## src/rtl/serial_add_pkg.sv

```systemverilog
// Shared types and constants for the bit-serial adder controller,
// plus a behavioural reference sum used by verification.
package serial_add_pkg;

    typedef enum logic [1:0] {
        IDLE  = 2'b00,
        SHIFT = 2'b01,
        DONE  = 2'b10
    } state_t;

    localparam int DEFAULT_W = 8;

    // Returns {cout, sum} of a + b + cin truncated to w+1 bits (w in 2..32).
    function automatic logic [32:0] add_ref(
        input logic [31:0] a,
        input logic [31:0] b,
        input logic        cin,
        input int          w
    );
        logic [32:0] full;
        logic [32:0] mask;
        full = {1'b0, a} + {1'b0, b} + {32'd0, cin};
        mask = (33'd1 << (w + 1)) - 33'd1;
        return full & mask;
    endfunction

endpackage

```

## src/rtl/serial_fa_cell.sv

```systemverilog
// One-bit full adder with a registered carry; the carry can be loaded
// with an external carry-in or cleared ahead of a new serial pass.
module serial_fa_cell (
    input  logic clk,
    input  logic nrst,
    input  logic load,
    input  logic clr,
    input  logic en,
    input  logic cin,
    input  logic a,
    input  logic b,
    output logic s,
    output logic co
);

    logic c_reg;
    logic c_next;

    assign s  = a ^ b ^ c_reg;
    assign co = (a & b) | (a & c_reg) | (b & c_reg);

    always_comb begin
        c_next = c_reg;
        if (clr) begin
            c_next = 1'b0;
        end else if (load) begin
            c_next = cin;
        end else if (en) begin
            c_next = co;
        end
    end

    always_ff @(posedge clk) begin
        if (!nrst) begin
            c_reg <= 1'b0;
        end else begin
            c_reg <= c_next;
        end
    end

endmodule

```

## src/rtl/serial_add_ctrl.sv

```systemverilog
// Sequencer for a bit-serial adder: captures operands, streams them LSB-first
// through serial_fa_cell and rebuilds the parallel sum with a done pulse.
module serial_add_ctrl
    import serial_add_pkg::*;
#(
    parameter int W = DEFAULT_W
) (
    input  logic         CLK,
    input  logic         NRST,
    input  logic         start,
    input  logic         clr,
    input  logic [W-1:0] a_in,
    input  logic [W-1:0] b_in,
    input  logic         cin,
    output logic         ready,
    output logic         busy,
    output logic         done,
    output logic [W-1:0] sum,
    output logic         cout
);

    localparam int CW = $clog2(W);

    state_t        state_reg, state_next;
    logic [CW-1:0] cnt_reg, cnt_next;
    logic [W-1:0]  a_reg, a_next;
    logic [W-1:0]  b_reg, b_next;
    logic [W-1:0]  sum_reg, sum_next;
    logic          cout_reg, cout_next;
    logic [W-1:0]  a_shift, b_shift;
    logic          accept;
    logic          shifting;
    logic          last_bit;
    logic          fa_s;
    logic          fa_co;

    assign ready    = (state_reg == IDLE) || (state_reg == DONE);
    assign busy     = (state_reg == SHIFT);
    assign done     = (state_reg == DONE);
    assign sum      = sum_reg;
    assign cout     = cout_reg;

    assign accept   = start && ready && !clr;
    assign shifting = busy && !clr;
    assign last_bit = (cnt_reg == CW'(W - 1));

    // Operand registers shift right, filling the vacated MSB with zero.
    generate
        for (genvar gi = 0; gi < W; gi++) begin : g_shift
            if (gi == W - 1) begin : g_top
                assign a_shift[gi] = 1'b0;
                assign b_shift[gi] = 1'b0;
            end else begin : g_mid
                assign a_shift[gi] = a_reg[gi+1];
                assign b_shift[gi] = b_reg[gi+1];
            end
        end
    endgenerate

    serial_fa_cell u_fa (
        .clk  (CLK),
        .nrst (NRST),
        .load (accept),
        .clr  (clr),
        .en   (shifting),
        .cin  (cin),
        .a    (a_reg[0]),
        .b    (b_reg[0]),
        .s    (fa_s),
        .co   (fa_co)
    );

    always_comb begin
        state_next = state_reg;
        cnt_next   = cnt_reg;
        a_next     = a_reg;
        b_next     = b_reg;
        sum_next   = sum_reg;
        cout_next  = cout_reg;
        if (clr) begin
            state_next = IDLE;
            cnt_next   = '0;
            a_next     = '0;
            b_next     = '0;
            sum_next   = '0;
            cout_next  = 1'b0;
        end else begin
            unique case (state_reg)
                IDLE, DONE: begin
                    if (accept) begin
                        state_next = SHIFT;
                        cnt_next   = '0;
                        a_next     = a_in;
                        b_next     = b_in;
                        sum_next   = '0;
                        cout_next  = 1'b0;
                    end else begin
                        state_next = IDLE;
                    end
                end
                SHIFT: begin
                    // Sum bits enter at the MSB so bit0 lands in sum[0] after W shifts.
                    sum_next = {fa_s, sum_reg[W-1:1]};
                    a_next   = a_shift;
                    b_next   = b_shift;
                    cnt_next = cnt_reg + CW'(1);
                    if (last_bit) begin
                        cout_next  = fa_co;
                        state_next = DONE;
                    end
                end
                default: state_next = IDLE;
            endcase
        end
    end

    always_ff @(posedge CLK) begin
        if (!NRST) begin
            state_reg <= IDLE;
            cnt_reg   <= '0;
            a_reg     <= '0;
            b_reg     <= '0;
            sum_reg   <= '0;
            cout_reg  <= 1'b0;
        end else begin
            state_reg <= state_next;
            cnt_reg   <= cnt_next;
            a_reg     <= a_next;
            b_reg     <= b_next;
            sum_reg   <= sum_next;
            cout_reg  <= cout_next;
        end
    end

endmodule
```

## config.mk

```make
export PLATFORM = sky130hd
export DESIGN_NAME = serial_add_ctrl
export DESIGN_NICKNAME = d
export VERILOG_FILES = /design/src/rtl/serial_add_pkg.sv /design/src/rtl/serial_fa_cell.sv /design/src/rtl/serial_add_ctrl.sv
export SDC_FILE = /design/constraint.sdc
export NUM_CORES = 1
export LEC_CHECK = 0
export CAP_MARGIN = 20
export CORE_ASPECT_RATIO = 1.1
export CORE_MARGIN = 2
export CORE_UTILIZATION = 29
export DETAILED_ROUTE_END_ITERATION = 10
export PLACE_DENSITY = 0.56
export SLEW_MARGIN = 5
export SYNTH_ARGS = -nofsm -noshare
export SYNTH_HDL_FRONTEND = slang
export SYNTH_HIERARCHICAL = 1
export SYNTH_SLANG_ARGS = --single-unit
export TNS_END_PERCENT = 10
```

## constraint.sdc

```tcl
create_clock -name CLK -period 1.5 [get_ports CLK]
set_clock_uncertainty 0.15 [all_clocks]
set_input_delay 0.3 -clock CLK [delete_from_list [all_inputs] [get_ports CLK]]
set_output_delay 0.3 -clock CLK [all_outputs]
set_load 0.005 [all_outputs]
```

**Yosys cells after proc, flatten, opt, wreduce, memory -nomap -nowiden**

Index checks and enable logic that the tools add are counted.

- Add/subtract/negate cells: 1
- Eq/ne operators: 5
- Muxes and demuxes: 16
- Bitwise logic cells: 8
- Reduce and logical (&&, ||, !) cells: 12

Operator list:

| cell | count |
|---|---|
| $pmux W8 S2 | 3 |
| $mux W8 | 3 |
| $pmux W3 S2 | 1 |
| $mux W1 | 5 |
| $pmux W2 S2 | 1 |
| $reduce_bool A2 Y1 | 2 |
| $reduce_or A2 Y1 | 2 |
| $add A3 B1 Y3 const B | 1 |
| $and A1 B1 Y1 | 3 |
| $eq A3 B3 Y1 const B | 1 |
| $logic_and A1 B1 Y1 | 3 |
| $mux W3 | 1 |
| $reduce_and A3 Y1 | 1 |
| $eq A2 B1 Y1 const B | 1 |
| $eq A2 B2 Y1 const B | 1 |
| $logic_not A2 Y1 | 1 |
| $mux W2 | 1 |
| $ne A2 B1 Y1 const B | 1 |
| $ne A2 B2 Y1 const B | 1 |
| $or A1 B1 Y1 | 2 |
| $pmux W1 S2 | 1 |
| $reduce_and A2 Y1 | 1 |
| $xor A1 B1 Y1 | 2 |
| $logic_not A1 Y1 | 1 |
| other kinds (2) | 2 |

- Flip-flop bits (word level): 31
- Word-level logic and storage cells: 49

**Logic depth before layout (Yosys ltp)**

Gate-level depths: netlist of run 1.

- Depth in word-level cells: 6
- Depth in mapped cells: 6

**By module**

Netlist of run 1, hierarchy kept.

Modules (own cells, without submodules):

| module | times used | cells each | area each (um2) |
|---|---|---|---|
| serial_add_ctrl | 1 | 154 | 1,276.2 |
| serial_fa_cell | 1 | 7 | 78.8 |

**Worst setup path before layout of run 1**

Ideal clock, no wire load.

- Path type: register -> register
- Start: register state_reg[1]
- End: register u_fa.c_reg
- Data arrival time: 1.326 ns
- Required time: 1.247 ns
- Path slack: -0.080 ns
- Cell stages (with the launch flop): 7
- Buffers on the path: 2
- Clock period less this slack: 1.580 ns
- Cell sequence: dfxtp_1 -> nand2b_1 -> buf_2 -> buf_2 -> nor2_1 -> mux2i_1 -> a2111oi_2

- Elaborated cells on any way between the ends: 9
- Classes of those cells: 2 x eq/ne; 1 x mux; 6 x reduce/logical

RTL lines:

| element | line | text |
|---|---|---|
| start, declared | serial_add_ctrl.sv:24 | `state_t state_reg, state_next;` |
| start signal, assigned | serial_add_ctrl.sv:126 | `state_reg <= state_next;` |
| $eq A2 B1 Y1 | serial_add_ctrl.sv:38 | `assign busy = (state_reg == SHIFT);` |
| $logic_and A1 B1 Y1 | serial_add_ctrl.sv:44 | `assign shifting = busy && !clr;` |
| named net shifting | serial_add_ctrl.sv:32 | `logic shifting;` |
| $reduce_bool A2 Y1 (no line) | -- |  |
| end signal, assigned | serial_fa_cell.sv:37 | `c_reg <= c_next;` |
| end, declared | serial_fa_cell.sv:16 | `logic c_reg;` |

The timed path passes the listed nets, and every way through them passes these cells.
A chain may end at the register's enable or synchronous reset.

**Final worst setup path of run 1**

- Start: register state_reg[0]
- End: register u_fa.c_reg

- Longest elaborated chain between the ends: 5
- Elaborated cells on any way between the ends: 9
- Classes of those cells: 2 x eq/ne; 1 x mux; 6 x reduce/logical

RTL lines:

| element | line | text |
|---|---|---|
| $eq A2 B2 Y1 / $logic_not A2 Y1 (equally long branches) | serial_add_ctrl.sv:37 | `assign ready = (state_reg == IDLE) \|\| (state_reg == DONE);` |
| $logic_or A1 B1 Y1 | serial_add_ctrl.sv:37 |  |
| $logic_and A1 B1 Y1 (2 in a row) | serial_add_ctrl.sv:43 | `assign accept = start && ready && !clr;` |
| $mux W1 / $reduce_bool A2 Y1 (equally long branches) | -- |  |

Several ways; a longest one is shown, not always the timed one.

==> results.ini, run 1 <==
[place]
hpwl_um=2090
port_buffers=32
gp_congestion=0.720
dp_worst_setup_slack_ns=-0.478
dpl.cell_count=247

[pwr]
leakagePower_nw=0.772
power_density_nw_per_um2=887
ir_drop_mv=0.424

[cts]
clockBufferDepth=2
cts_root_buf=clkbuf_8
clock_latency_ns=0.28
tritoncts=built
cts_buffers=5
cts_sinks=31
htreeDepth=2
clkSlewWorstSetupHoldPaths_ns=0.06

[worst_setup_path]
worstSetupStartpointType=register
slowest_delay_ns=0.49
crit_slowest_cell=or3b_4
path_cells=or3b_4, inv_8, inv_2, a2111oi_4
crit_type=reg -> reg
worstPathArrival_ns=1.54
required_ns=1.53
path_max_fanout=5
critPathCaptureType=register

[grt]
grt_pass1_wl_um=5520
antenna_found_initial=0
grt_usage_pct=13.5
grt_max_degree=27
grt_pass1_vias=1153
globalRoute.totalOverflow=0

[logic_synthesis]
yosysWarnings=6
netlist_area_um2=1360
muxShareOfSynthArea_pct=0.739
syn_avg_cell_area_um2=8.42
syn_inst=161
synth_nets=185
synth_top_family_by_area=simple AND/OR/NAND/NOR gates
ys_types=24
synth-simple-area-share_pct=36.0
synth_fa_ha_area_share_pct=3.32
yosysSeqAreaShare_pct=45.8
ys_ff_latch=31
synth_compound_area_share_pct=6.83
synthXorXnorAreaFrac_pct=0

[sta]
fmax_mhz=664
tightest_slew_ns=0.250
min_period_ns=1.51
slew_headroom_pct=82.9
finalHoldViolations=0
finalMaxSlewViolations=0
post-route-period-util_pct=100
setup_violations=1
finalHoldWorstSlack_ns=0.304
finalSetupTns_ns=-0.00549
rsz0062_at_grt=true
final.setup.worst_slack_ns=-0.00549

[floorplanning]
initial_utilization_pct=29.5
rows=26
io-pin-count=33
die_area_um2=5240
die_h_um=75.7
die_x_um=69.2
core-area_um2=4590

[drt]
dr.pass1.iters=4
dr.first_iter.drc_count=90
viasPerCell=4.71
drtAntennaViolNets=0
wl_per_cell_um=12.7
wirelength_um=3300
remaining_drc_errors=0
vias=1219

[worst_hold_path]
hold_path_class=reg -> reg

[layout]
final_cell_mix=nor2_1, dfxtp_1, clkdlybuf4s50_1
diodes=0
nFillCells=479
nNetsFinal=226
instances_no_fill=259
final_common_cell=nor2_1
drive_gt1_share_pct=24.6
areaGrowthSynthToFinish_pct=42.3

[status]
violations=negative setup slack
outcome=finished with violations

[flow_run]
cap_violations=0

[through the flow]
step	cell area, um^2	util [%]	total power, mW
after CTS	1910	41.7	1.73
after global placement	1770	38.6	1.09
after floorplan	1380	-	0.993
final	1930	42.0	1.71
after global routing	1930	42.0	1.79
after detailed placement	1770	38.6	1.09
[where the power goes]
part,switching [mW],leakage (nW),total [mW],internal [mW]
sequential,0.0124,0.256,0.855,0.842
clock,0.295,0.0422,0.620,0.325
combinational,0.115,0.474,0.236,0.121
total,0.422,0.772,1.71,1.29
[metal layers]
| metal | part of all wire [%] | vias up | track usage (%) |
|---|---|---|---|
| met2 | 45 | 25 | 22.3 |
| met1 | 49 | 554 | 16.6 |
| li1 | - | 636 | - |
| met3 | 4.4 | 4 | 4.23 |
| met4 | 1.8 | 0 | 5.23 |
| met5 | 0 | - | 0 |
[final cells by class]
cell class / count / area, um^2 / area share, %
Sequential cell: 31 / 634 / 32.9
Timing Repair Buffer: 44 / 430 / 22.3
Clock buffer: 7 / 76.3 / 3.96
Clock inverter: 1 / 5.00 / 0.260
Tap cell: 56 / 70.1 / 3.63
Inverter: 5 / 26.3 / 1.36
Multi-Input combinational cell: 113 / 671 / 34.8
Timing Repair inverter: 2 / 15.0 / 0.779
[cell families after synthesis]
logic type / count (synthesis)
AO/OA/AOI/OAI: 16
adder cells (fa/ha/maj): 3
buffers and inverters: 17
flip-flops: 31
multiplexers: 1
AND/OR/NAND/NOR: 93
[cells in the mapped netlist]
master	number	area, um^2
ha_1	2	25.0
o21a_1	1	7.51
fa_1	1	20.0
buf_6	2	22.5
nand2b_1	3	18.8
nand2_1	12	45.0
clkbuf_1	6	22.5
a2111oi_2	1	15.0
nor2_1	31	116
inv_2	1	3.75
buf_2	3	15.0
inv_6	1	8.76
a21oi_1	14	70.1
nor2b_1	2	12.5
nor4_2	7	87.6
buf_8	1	15.0
dfxtp_1	31	621
nand3_1	15	75.1
inv_1	3	11.3
nor4_1	7	43.8
or3b_4	1	11.3
nand3b_1	1	7.51
nor3_1	14	70.1
mux2i_1	1	10.0
[repair_timing]
item,in CTS,in global routing
resized for setup,32,9
pin swaps,2,8
endpoints found under the setup margin,42,25
gates cloned,3,0
hold buffers,0,0
buffers inserted,1,0
[worst max-delay path: cells and delay by family (launching register included)]
| family | cells | cell delay [ns] |
|---|---|---|
| AOI/OAI and AO/OA | 1 | 0.27 |
| buffers and inverters | 2 | 0.15 |
| DFF | 1 | 0.36 |
| and+or+nand+nor | 1 | 0.49 |
[worst paths after layout]
kind | start | to | slack (ns) | cells after the start
setup / recovery | state_reg[0] | u_fa/c_reg | -0.005 | 4
hold / removal | sum[5] | sum[4] | 0.30 | 2
setup reg to reg | state_reg[0] | u_fa/c_reg | -0.005 | 4
hold reg to reg | sum[5] | sum[4] | 0.30 | 2
No activity file was read; power rests on OpenSTA's default activity.
==> run 2: changes to the inputs <==
--- a/config.mk
+++ b/config.mk
@@ -9,6 +9,7 @@
 export CORE_ASPECT_RATIO = 1.1
 export CORE_MARGIN = 2
 export CORE_UTILIZATION = 29
+export CTS_CLUSTER_SIZE = 16
 export DETAILED_ROUTE_END_ITERATION = 10
 export PLACE_DENSITY = 0.56
 export SLEW_MARGIN = 5
==> results of run 2 <==
Final layout, timing and power as in run 1 (identical DEF).
==> run 3: changes to the inputs <==
--- a/config.mk
+++ b/config.mk
@@ -5,13 +5,14 @@
 export SDC_FILE = /design/constraint.sdc
 export NUM_CORES = 1
 export LEC_CHECK = 0
-export CAP_MARGIN = 20
+export CAP_MARGIN = 10
 export CORE_ASPECT_RATIO = 1.1
 export CORE_MARGIN = 2
 export CORE_UTILIZATION = 29
 export CTS_CLUSTER_SIZE = 16
 export DETAILED_ROUTE_END_ITERATION = 10
 export PLACE_DENSITY = 0.56
+export REMOVE_ABC_BUFFERS = 1
 export SLEW_MARGIN = 5
 export SYNTH_ARGS = -nofsm -noshare
 export SYNTH_HDL_FRONTEND = slang
==> results.ini, run 3 (same netlist as run 1, synthesis figures left out) <==
[pwr]
finalPower_mw=1.81  ; was 1.71 mW
clkPwrFrac_pct=39.8  ; was 36.2%
p_sw_share_pct=23.6  ; was 24.7%
switching_power_mw=0.427  ; was 0.422 mW
ir_drop_mv=0.442  ; was 0.424 mV
p_comb_share_pct=13.1  ; was 13.8%
leakagePower_nw=0.813  ; was 0.772 nW
seq_power_share_pct=47.1  ; was 50.0%
p_int_mw=1.38  ; was 1.29 mW
power_density_nw_per_um2=918  ; was 887 nW/um^2

[worst_hold_path]
hold_path_class=in -> reg  ; was reg -> reg

[drt]
remaining_drc_errors=0  ; unchanged
drtAntennaViolNets=0  ; unchanged
wirelength_um=3190  ; was 3300 um
wl_per_cell_um=12.4  ; was 12.7 um
vias=1222  ; was 1219
dr.first_iter.drc_count=41  ; was 90
viasPerCell=4.74  ; was 4.71
dr.pass1.iters=4  ; unchanged

[sta]
rsz0062_at_grt=true  ; unchanged
fmax_mhz=670  ; was 664 MHz
finalHoldViolations=0  ; unchanged
finalSetupTns_ns=0  ; was -0.00549 ns
min_period_ns=1.49  ; was 1.51 ns
setup_violations=0  ; was 1
slew_headroom_pct=83.2  ; was 82.9%
finalMaxSlewViolations=0  ; unchanged
tightest_slew_ns=0.250  ; about the same
post-route-period-util_pct=99.5  ; was 100%

[layout]
diodes=0  ; unchanged
finish.instance_area_um2=1970  ; was 1930 um^2
drive_gt1_share_pct=23.3  ; was 24.6%
final_cell_mix=nor2_1, dfxtp_1, clkdlybuf4s50_1  ; unchanged
nNetsFinal=225  ; was 226
nFillCells=458  ; was 479
areaGrowthSynthToFinish_pct=45.7  ; was 42.3%
final_common_cell=nor2_1  ; unchanged

[place]
port_buffers=32  ; unchanged
hpwl_um=1980  ; was 2090 um
gp_congestion=0.690  ; was 0.720
dpl_cell_area_um2=1780  ; was 1770 um^2

[grt]
antenna_found_initial=0  ; unchanged
grt_usage_pct=13.0  ; was 13.5%
globalRoute.totalOverflow=0  ; unchanged
grt_pass1_vias=1168  ; was 1153
grt_pass1_wl_um=5350  ; was 5520 um
grt_max_degree=27  ; unchanged

[flow_run]
cap_violations=0  ; unchanged

[worst_setup_path]
required_ns=1.53  ; about the same
critPathCaptureType=register  ; unchanged
worstPathArrival_ns=1.53  ; was 1.54 ns
rrSetupSlack_ns=0.008  ; was -0.005 ns
path_max_fanout=18  ; was 5
crit_type=reg -> reg  ; unchanged
worstSetupStartpointType=register  ; unchanged

[status]
outcome=completed  ; was finished with violations

[floorplanning]
die_x_um=69.2  ; unchanged
rows=26  ; unchanged
die_h_um=75.7  ; unchanged
core-area_um2=4590  ; unchanged
io-pin-count=33  ; unchanged
initial_utilization_pct=29.5  ; unchanged
die_area_um2=5240  ; unchanged

[cts]
cts_sinks=31  ; unchanged
htreeDepth=2  ; unchanged
clock_latency_ns=0.28  ; about the same
hold_buffers=0  ; unchanged
tritoncts=built  ; unchanged
clkSlewWorstSetupHoldPaths_ns=0.06  ; about the same
cts_root_buf=clkbuf_8  ; unchanged
cts_buffers=5  ; unchanged
clockBufferDepth=2  ; unchanged

-- run 3: cell count changes in the layout (fill, tap and decap cells not counted), moves of 2 or more --
cell            delta
clkbuf_8           +2
dlygate4sd2_1      -2
dlymetal6s2s_1     +3
nor2b_1            +2
nor2b_2            -2
-- run 3: stage by stage --
step	hold WS, ns	setup slack, ns	cells	util, %
after CTS	0.307	-0.104	257	41.4
after floorplan	0.226	-0.382	149	-
after global placement	0.307	-0.393	248	38.8
after detailed placement	0.309	-0.402	248	38.8
final	0.189	0.00764	258	43.0
after global routing	0.210	-0.0653	258	43.0
-- run 3: cell type report --
cell class	count	area, um^2	area share (%)
clock buffer	8	100	5.07
inverter	5	31.3	1.58
multi-input combinational	113	678	34.3
sequential	31	633	32.1
tap	56	70.1	3.55
timing repair buffer	45	462	23.4
-- run 3: routing by layer --
layer | track usage, % | up-vias | wire [um]
li1 | - | 628 | -
met4 | 5.88 | 0 | 57
met3 | 5.16 | 6 | 157
met1 | 17.4 | 559 | 1620
met5 | 0 | - | 0
met2 | 18.7 | 29 | 1360
-- run 3: power groups by stage --
stage / clock [mW] / combinational [mW] / sequential [mW]
after floorplan: 0 / 0.101 / 0.871
after global placement: 0 / 0.216 / 0.873
after detailed placement: 0 / 0.215 / 0.873
after CTS: 0.743 / 0.219 / 0.853
after global routing: 0.775 / 0.261 / 0.856
final: 0.721 / 0.238 / 0.853
-- run 3: worst max-delay path, cell delays in order (launching register included) --
cell	delay, ns
dfxtp_4	0.35
or3b_4	0.45
clkinv_8	0.12
inv_1	0.06
a2111oi_2	0.27
-- run 3: path summary, 6_finish.rpt --
path / start / end / depth (start not counted)
worst max-delay path: state_reg[0] / u_fa/c_reg / 4
worst min-delay path: clr / u_fa/c_reg / 3
worst max register to register: state_reg[0] / u_fa/c_reg / 4
worst min register to register: sum[4] / sum[3] / 2
-- run 3: repair_timing --
action	CTS	global route
setup endpoints to repair	33	32
setup buffers	1	0
pin swaps	0	5
gates cloned	0	1
gates resized for setup	24	15
